## config.mk

```make
export PLATFORM = sky130hd
export DESIGN_NAME = encoder_4to2_buf_flat
export DESIGN_NICKNAME = d
export VERILOG_FILES = /design/src/rtl/encoder_4to2_buf_if.sv /design/src/rtl/encoder_4to2_buf.sv /design/src/flat_wrapper.sv
export SDC_FILE = /design/constraint.sdc
export NUM_CORES = 1
export LEC_CHECK = 0
export ABC_CLOCK_PERIOD_IN_PS = 2300
export BUFFER_PORTS_ARGS = -buffer_cell sky130_fd_sc_hd__buf_2
export CAP_MARGIN = 30
export CORE_AREA = 4 4 41 43
export DETAILED_ROUTE_END_ITERATION = 12
export DIE_AREA = 0 0 45 47
export GPL_TIMING_DRIVEN = 0
export MAX_ROUTING_LAYER = met4
export SKIP_CTS_REPAIR_TIMING = 1
export SLEW_MARGIN = 5
export SYNTH_ARGS = -nofsm -noshare
export SYNTH_HDL_FRONTEND = slang
export SYNTH_SLANG_ARGS = --single-unit
```

## constraint.sdc

```tcl
create_clock -name CLK -period 2.3 [get_ports CLK]
set_input_delay 0.23 -clock CLK [delete_from_list [all_inputs] [get_ports CLK]]
set_output_delay 0.23 -clock CLK [all_outputs]
set_load 0.01 [all_outputs]
```

## src/rtl/encoder_4to2_buf_if.sv

```systemverilog
// Handshake and data bundle for encoder_4to2_buf.
// ERR is present only when ENC4_MULTIHOT_ERR_EN is defined.
interface encoder_4to2_buf_if;
  logic EN;
  logic D3, D2, D1, D0;
  logic RDY;
  logic A1, A0;
  logic V;
  logic VLD;
  logic ACK;
`ifdef ENC4_MULTIHOT_ERR_EN
  logic ERR;

  modport master (
    output EN, D3, D2, D1, D0, ACK,
    input  RDY, A1, A0, V, VLD, ERR
  );
  modport slave (
    input  EN, D3, D2, D1, D0, ACK,
    output RDY, A1, A0, V, VLD, ERR
  );
`else
  modport master (
    output EN, D3, D2, D1, D0, ACK,
    input  RDY, A1, A0, V, VLD
  );
  modport slave (
    input  EN, D3, D2, D1, D0, ACK,
    output RDY, A1, A0, V, VLD
  );
`endif
endinterface

```

## src/rtl/encoder_4to2_buf.sv

```systemverilog
// Priority 4-to-2 encoder feeding a 2-entry FIFO; entry0 drives the outputs.
// Optional multi-hot ERR flag per word under ENC4_MULTIHOT_ERR_EN.
module encoder_4to2_buf (
  input  logic              CLK,
  input  logic              RST,
  encoder_4to2_buf_if.slave bus
);
`ifdef ENC4_MULTIHOT_ERR_EN
  localparam int W = 4;
`else
  localparam int W = 3;
`endif

  typedef enum logic [1:0] {EMPTY, ONE, TWO} state_t;

  state_t         state_q, state_d;
  logic [W-1:0]   entry0_q, entry0_d;
  logic [W-1:0]   entry1_q, entry1_d;
  logic [W-1:0]   word_in;
  logic [3:0]     d_vec;
  logic [1:0]     idx;
  logic           push, pop;

  assign d_vec = {bus.D3, bus.D2, bus.D1, bus.D0};

  always_comb begin
    idx = 2'd0;
    if (d_vec[3])      idx = 2'd3;
    else if (d_vec[2]) idx = 2'd2;
    else if (d_vec[1]) idx = 2'd1;
  end

  // Word layout: [1:0] index, [2] valid-line flag, [3] multi-hot flag when present.
`ifdef ENC4_MULTIHOT_ERR_EN
  assign word_in = {((d_vec & (d_vec - 4'd1)) != 4'd0), (d_vec != 4'd0), idx};
`else
  assign word_in = {(d_vec != 4'd0), idx};
`endif

  assign push = bus.EN  && (state_q != TWO);
  assign pop  = bus.ACK && (state_q != EMPTY);

  always_comb begin
    state_d  = state_q;
    entry0_d = entry0_q;
    entry1_d = entry1_q;
    unique case (state_q)
      EMPTY: begin
        if (push) begin
          state_d  = ONE;
          entry0_d = word_in;
        end
      end
      ONE: begin
        if (push && pop) begin
          entry0_d = word_in;
        end else if (push) begin
          state_d  = TWO;
          entry1_d = word_in;
        end else if (pop) begin
          state_d  = EMPTY;
          entry0_d = '0;
        end
      end
      TWO: begin
        if (pop) begin
          state_d  = ONE;
          entry0_d = entry1_q;
          entry1_d = '0;
        end
      end
      default: begin
        state_d  = EMPTY;
        entry0_d = '0;
        entry1_d = '0;
      end
    endcase
  end

  always_ff @(posedge CLK or posedge RST) begin
    if (RST) begin
      state_q  <= EMPTY;
      entry0_q <= '0;
      entry1_q <= '0;
    end else begin
      state_q  <= state_d;
      entry0_q <= entry0_d;
      entry1_q <= entry1_d;
    end
  end

  assign bus.RDY = (state_q != TWO);
  assign bus.VLD = (state_q != EMPTY);
  assign bus.A1  = entry0_q[1];
  assign bus.A0  = entry0_q[0];
  assign bus.V   = entry0_q[2];
`ifdef ENC4_MULTIHOT_ERR_EN
  assign bus.ERR = entry0_q[3];
`endif
endmodule

```

## src/flat_wrapper.sv

```systemverilog
// flat-port wrapper written by rule: the top's interface ports become plain ports
module encoder_4to2_buf_flat 
  (CLK, RST, bus_EN, bus_D3, bus_D2, bus_D1, bus_D0, bus_ACK, bus_RDY, bus_A1, bus_A0, bus_V, bus_VLD);
  encoder_4to2_buf_if bus_i ();
  input  logic CLK;
  input  logic RST;
  input wire logic [$bits(bus_i.EN)-1:0] bus_EN;
  input wire logic [$bits(bus_i.D3)-1:0] bus_D3;
  input wire logic [$bits(bus_i.D2)-1:0] bus_D2;
  input wire logic [$bits(bus_i.D1)-1:0] bus_D1;
  input wire logic [$bits(bus_i.D0)-1:0] bus_D0;
  input wire logic [$bits(bus_i.ACK)-1:0] bus_ACK;
  output wire logic [$bits(bus_i.RDY)-1:0] bus_RDY;
  output wire logic [$bits(bus_i.A1)-1:0] bus_A1;
  output wire logic [$bits(bus_i.A0)-1:0] bus_A0;
  output wire logic [$bits(bus_i.V)-1:0] bus_V;
  output wire logic [$bits(bus_i.VLD)-1:0] bus_VLD;
  assign bus_i.EN = bus_EN;
  assign bus_i.D3 = bus_D3;
  assign bus_i.D2 = bus_D2;
  assign bus_i.D1 = bus_D1;
  assign bus_i.D0 = bus_D0;
  assign bus_i.ACK = bus_ACK;
  assign bus_RDY = bus_i.RDY;
  assign bus_A1 = bus_i.A1;
  assign bus_A0 = bus_i.A0;
  assign bus_V = bus_i.V;
  assign bus_VLD = bus_i.VLD;
  encoder_4to2_buf u_core (.CLK(CLK), .RST(RST), .bus(bus_i));
endmodule
```

==> impl_metrics.json <==
{
  "critical_path_required_ns": 2.07,
  "holdCritStartpoint": "bus_ACK",
  "detail_route.iter0.violations": 6,
  "final_layout_size_suffix_gt1_share_pct": 38.5,
  "placementRows": 13,
  "worstSetupStartpointType": "flop",
  "finalNetCount": 75,
  "ys_flop_type": "sky130_fd_sc_hd__dfrtp_1",
  "min_path_type": "input pin to flop",
  "worstMarginPinSlew_ns": 0.347,
  "chipHeight_um": 47,
  "grt_first_pass_wirelength_um": 1900,
  "cts_tree": "yes",
  "cell_chain_critical_path": "buf_6, or2_1, buf_2",
  "status": "complete, no violations",
  "netlist_area_um2": 528,
  "rrSetupSlack_ns": 1.07,
  "routed_wl_um": 1090,
  "clock_tree.buffer_depth": 2,
  "top_layer": "met3",
  "wl_met3_um": 75,
  "period_share_pct": 63.7,
  "worst_setup_path_end_kind": "primary output",
  "synthesis.instances": 50,
  "finalPower_uw": 499,
  "clk-insertion-delay-late_ns": 0.25,
  "grt_start_max_net_pins": 11,
  "report.final.setup_viol": 0,
  "synth_enable_flop_cells": 0,
  "slew_violations": 0,
  "met1Wirelength_um": 518,
  "number_of_cells_on_the_worst_hold_path": 3,
  "async_flop_share_pct": 100,
  "cpMaxStageDelayCell": "sky130_fd_sc_hd__dfrtp_1",
  "groute.usage.overall_pct": 13.3,
  "cellPowerDensity_nw_per_um2": 787,
  "routedWlPerCell_um": 13.7,
  "i_o_pin_cnt": 13,
  "utilization_pct": 48.8,
  "gr-total-overflow": 0,
  "port_buffers": 11,
  "floorplan.die_area_um2": 2120,
  "drtPass1Iterations": 4,
  "insertedDiodeCount": 0,
  "antenna_violating_nets_post_route": 0,
  "critical_path_arrival_ns": 1.24,
  "synth_top_cell_by_area": "sky130_fd_sc_hd__dfrtp_1",
  "synth_warnings": 0,
  "peakVddDrop_uv": 417,
  "timing.rr.end": "u_core.entry0_q[1]",
  "timing.final.ws_setup_ns": 0.835,
  "detailedPlacementHpwl_um": 849,
  "max-slew-margin-rel_pct": 76.6,
  "ys_seq_elements": 8,
  "cts_htree_levels": 1,
  "place_worst_setup_slack_ns": 1.09,
  "synth.most_common_cell": "sky130_fd_sc_hd__dfrtp_1",
  "worst_clock_skew_ns": 0.00101,
  "clk_pin_slew_worst_paths_ns": 0.05,
  "wl_met2_um": 499,
  "timing.critical_path.slowest_cell_delay_ns": 0.46,
  "mappedNetlistNets": 58,
  "final-hold-violation-count": 0,
  "via_per_inst": 5.43,
  "start_util_pct": 40.6,
  "critPathMaxFanout": 10,
  "synth_top_cells_by_count": "sky130_fd_sc_hd__dfrtp_1, sky130_fd_sc_hd__a21oi_1, sky130_fd_sc_hd__a22o_1, sky130_fd_sc_hd__buf_6, sky130_fd_sc_hd__o21ai_1",
  "synth.top_cells.by_area": "sky130_fd_sc_hd__dfrtp_1, sky130_fd_sc_hd__buf_6, sky130_fd_sc_hd__a22o_1",
  "drc": 0,
  "drv_cap": 0,
  "seq_area_frac_synth_pct": 37.9,
  "leakage_nw": 0.290,
  "num_vias": 434,
  "rsz0062_at_grt": "false",
  "fp.dieW_um": 45,
  "fin_crit_ns": 1.47,
  "critical_path_class": "flop to primary output",
  "last_weighted_congestion_value_of_the_routability_driven_placer": 0.808,
  "post_synth.cell_area_avg_um2": 10.6,
  "clock_sink_count": 8,
  "yosysUniqueCellTypes": 28,
  "r2r_cell_count": 4,
  "number_of_global_route_vias_before_repair": 413,
  "rr_startpoint": "u_core.state_q[0]",
  "cts_root_buffer": "sky130_fd_sc_hd__clkbuf_4",
  "holdPathEnd": "u_core.state_q[1]",
  "grt_antenna_before_repair": 0,
  "final_total_negative_setup_slack_ns": 0,
  "synthDominantCellAreaShare_pct": 37.9,
  "total_cell_area_at_the_placement_stage_um2": 602,
  "finalInstanceArea_um2": 634,
  "achievable-frequency_ghz": 0.683,
  "floorplan.core_area_um2": 1300,
  "area.growth.synth_to_final_pct": 20.1,
  "numCtsBuffers": 3
}
layout by cell type (no fill, tap or decap), types with 2 or more instances in the layout:
| cell type | count |
|---|---|
| sky130_fd_sc_hd__mux2i_1 | 2 |
| sky130_fd_sc_hd__inv_1 | 2 |
| sky130_fd_sc_hd__o31ai_1 | 2 |
| sky130_fd_sc_hd__clkbuf_4 | 3 |
| sky130_fd_sc_hd__nor2b_1 | 2 |
| sky130_fd_sc_hd__a22o_1 | 3 |
| sky130_fd_sc_hd__o21ai_1 | 3 |
| sky130_fd_sc_hd__a21oi_1 | 4 |
| sky130_fd_sc_hd__dfrtp_1 | 8 |
| sky130_fd_sc_hd__buf_6 | 3 |
| sky130_fd_sc_hd__o32ai_1 | 2 |
| sky130_fd_sc_hd__nor2_1 | 2 |
| sky130_fd_sc_hd__buf_2 | 11 |
per-stage QoR:
stage               hold slack, ns  std cells
floorplan                   0.0457         50
global placement             0.197         76
detailed placement           0.196         76
CTS                        -0.0776         79
global route                 0.312         80
finish                       0.297         80
worst max-delay path by stage:
stage	to	slack (ns)	startpoint	cells past startpoint
4_1_cts	bus_VLD	0.82	u_core.state_q[1]	3
3_3_place_gp	u_core.entry0_q[2]	1.07	bus_D3	4
6_report	bus_VLD	0.83	u_core.state_q[1]	3
5_1_grt	bus_VLD	0.75	u_core.state_q[1]	3
2_1_floorplan	u_core.entry0_q[1]	1.15	u_core.state_q[0]	4
3_5_place_dp	u_core.entry0_q[1]	1.09	u_core.state_q[0]	4
layer usage:
metal	GRT usage [%]	vias up
met1	17.2	199
li1	-	225
met2	17.2	10
met4	4.09	0
met3	7.66	0
met5	-	-
power breakdown:
part / switching, mW / leakage, nW / internal, mW
sequential: 0.0242 / 0.101 / 0.178
combinational: 0.0895 / 0.176 / 0.0979
clock: 0.0492 / 0.0138 / 0.0598
area by class of cell:
cell class | count | area [um^2]
Inverter | 3 | 11.3
Fill cell | 136 | 667
Sequential cell | 8 | 200
Multi-Input combinational cell | 35 | 275
Tap cell | 15 | 18.8
Buffer | 4 | 41.3
Clock buffer | 3 | 22.5
Timing Repair Buffer | 12 | 65.1
flip-flops by register name (all words and copies together), names as in the netlist:
name and cells:
u_core.entry1_q 3, u_core.entry0_q 3, u_core.state_q 2
critical path: cells and delay by family, from the launching register on:
kind                   cells  cell delay (ns)
flip-flops                 1             0.46
buffers and inverters      2             0.31
AND/OR/NAND/NOR            1             0.21
logic make-up (layout without fill, tap and decap cells):
kind of cell,Yosys count,after routing,share of synthesized area (%)
AOI/OAI and AO/OA,18,18,24.6
muxes,3,3,5.92
and+or+nand+nor,14,14,21.6
buffers and inverters,7,22,9.95
DFF,8,8,37.9
No activity file was read; power rests on OpenSTA's default activity.
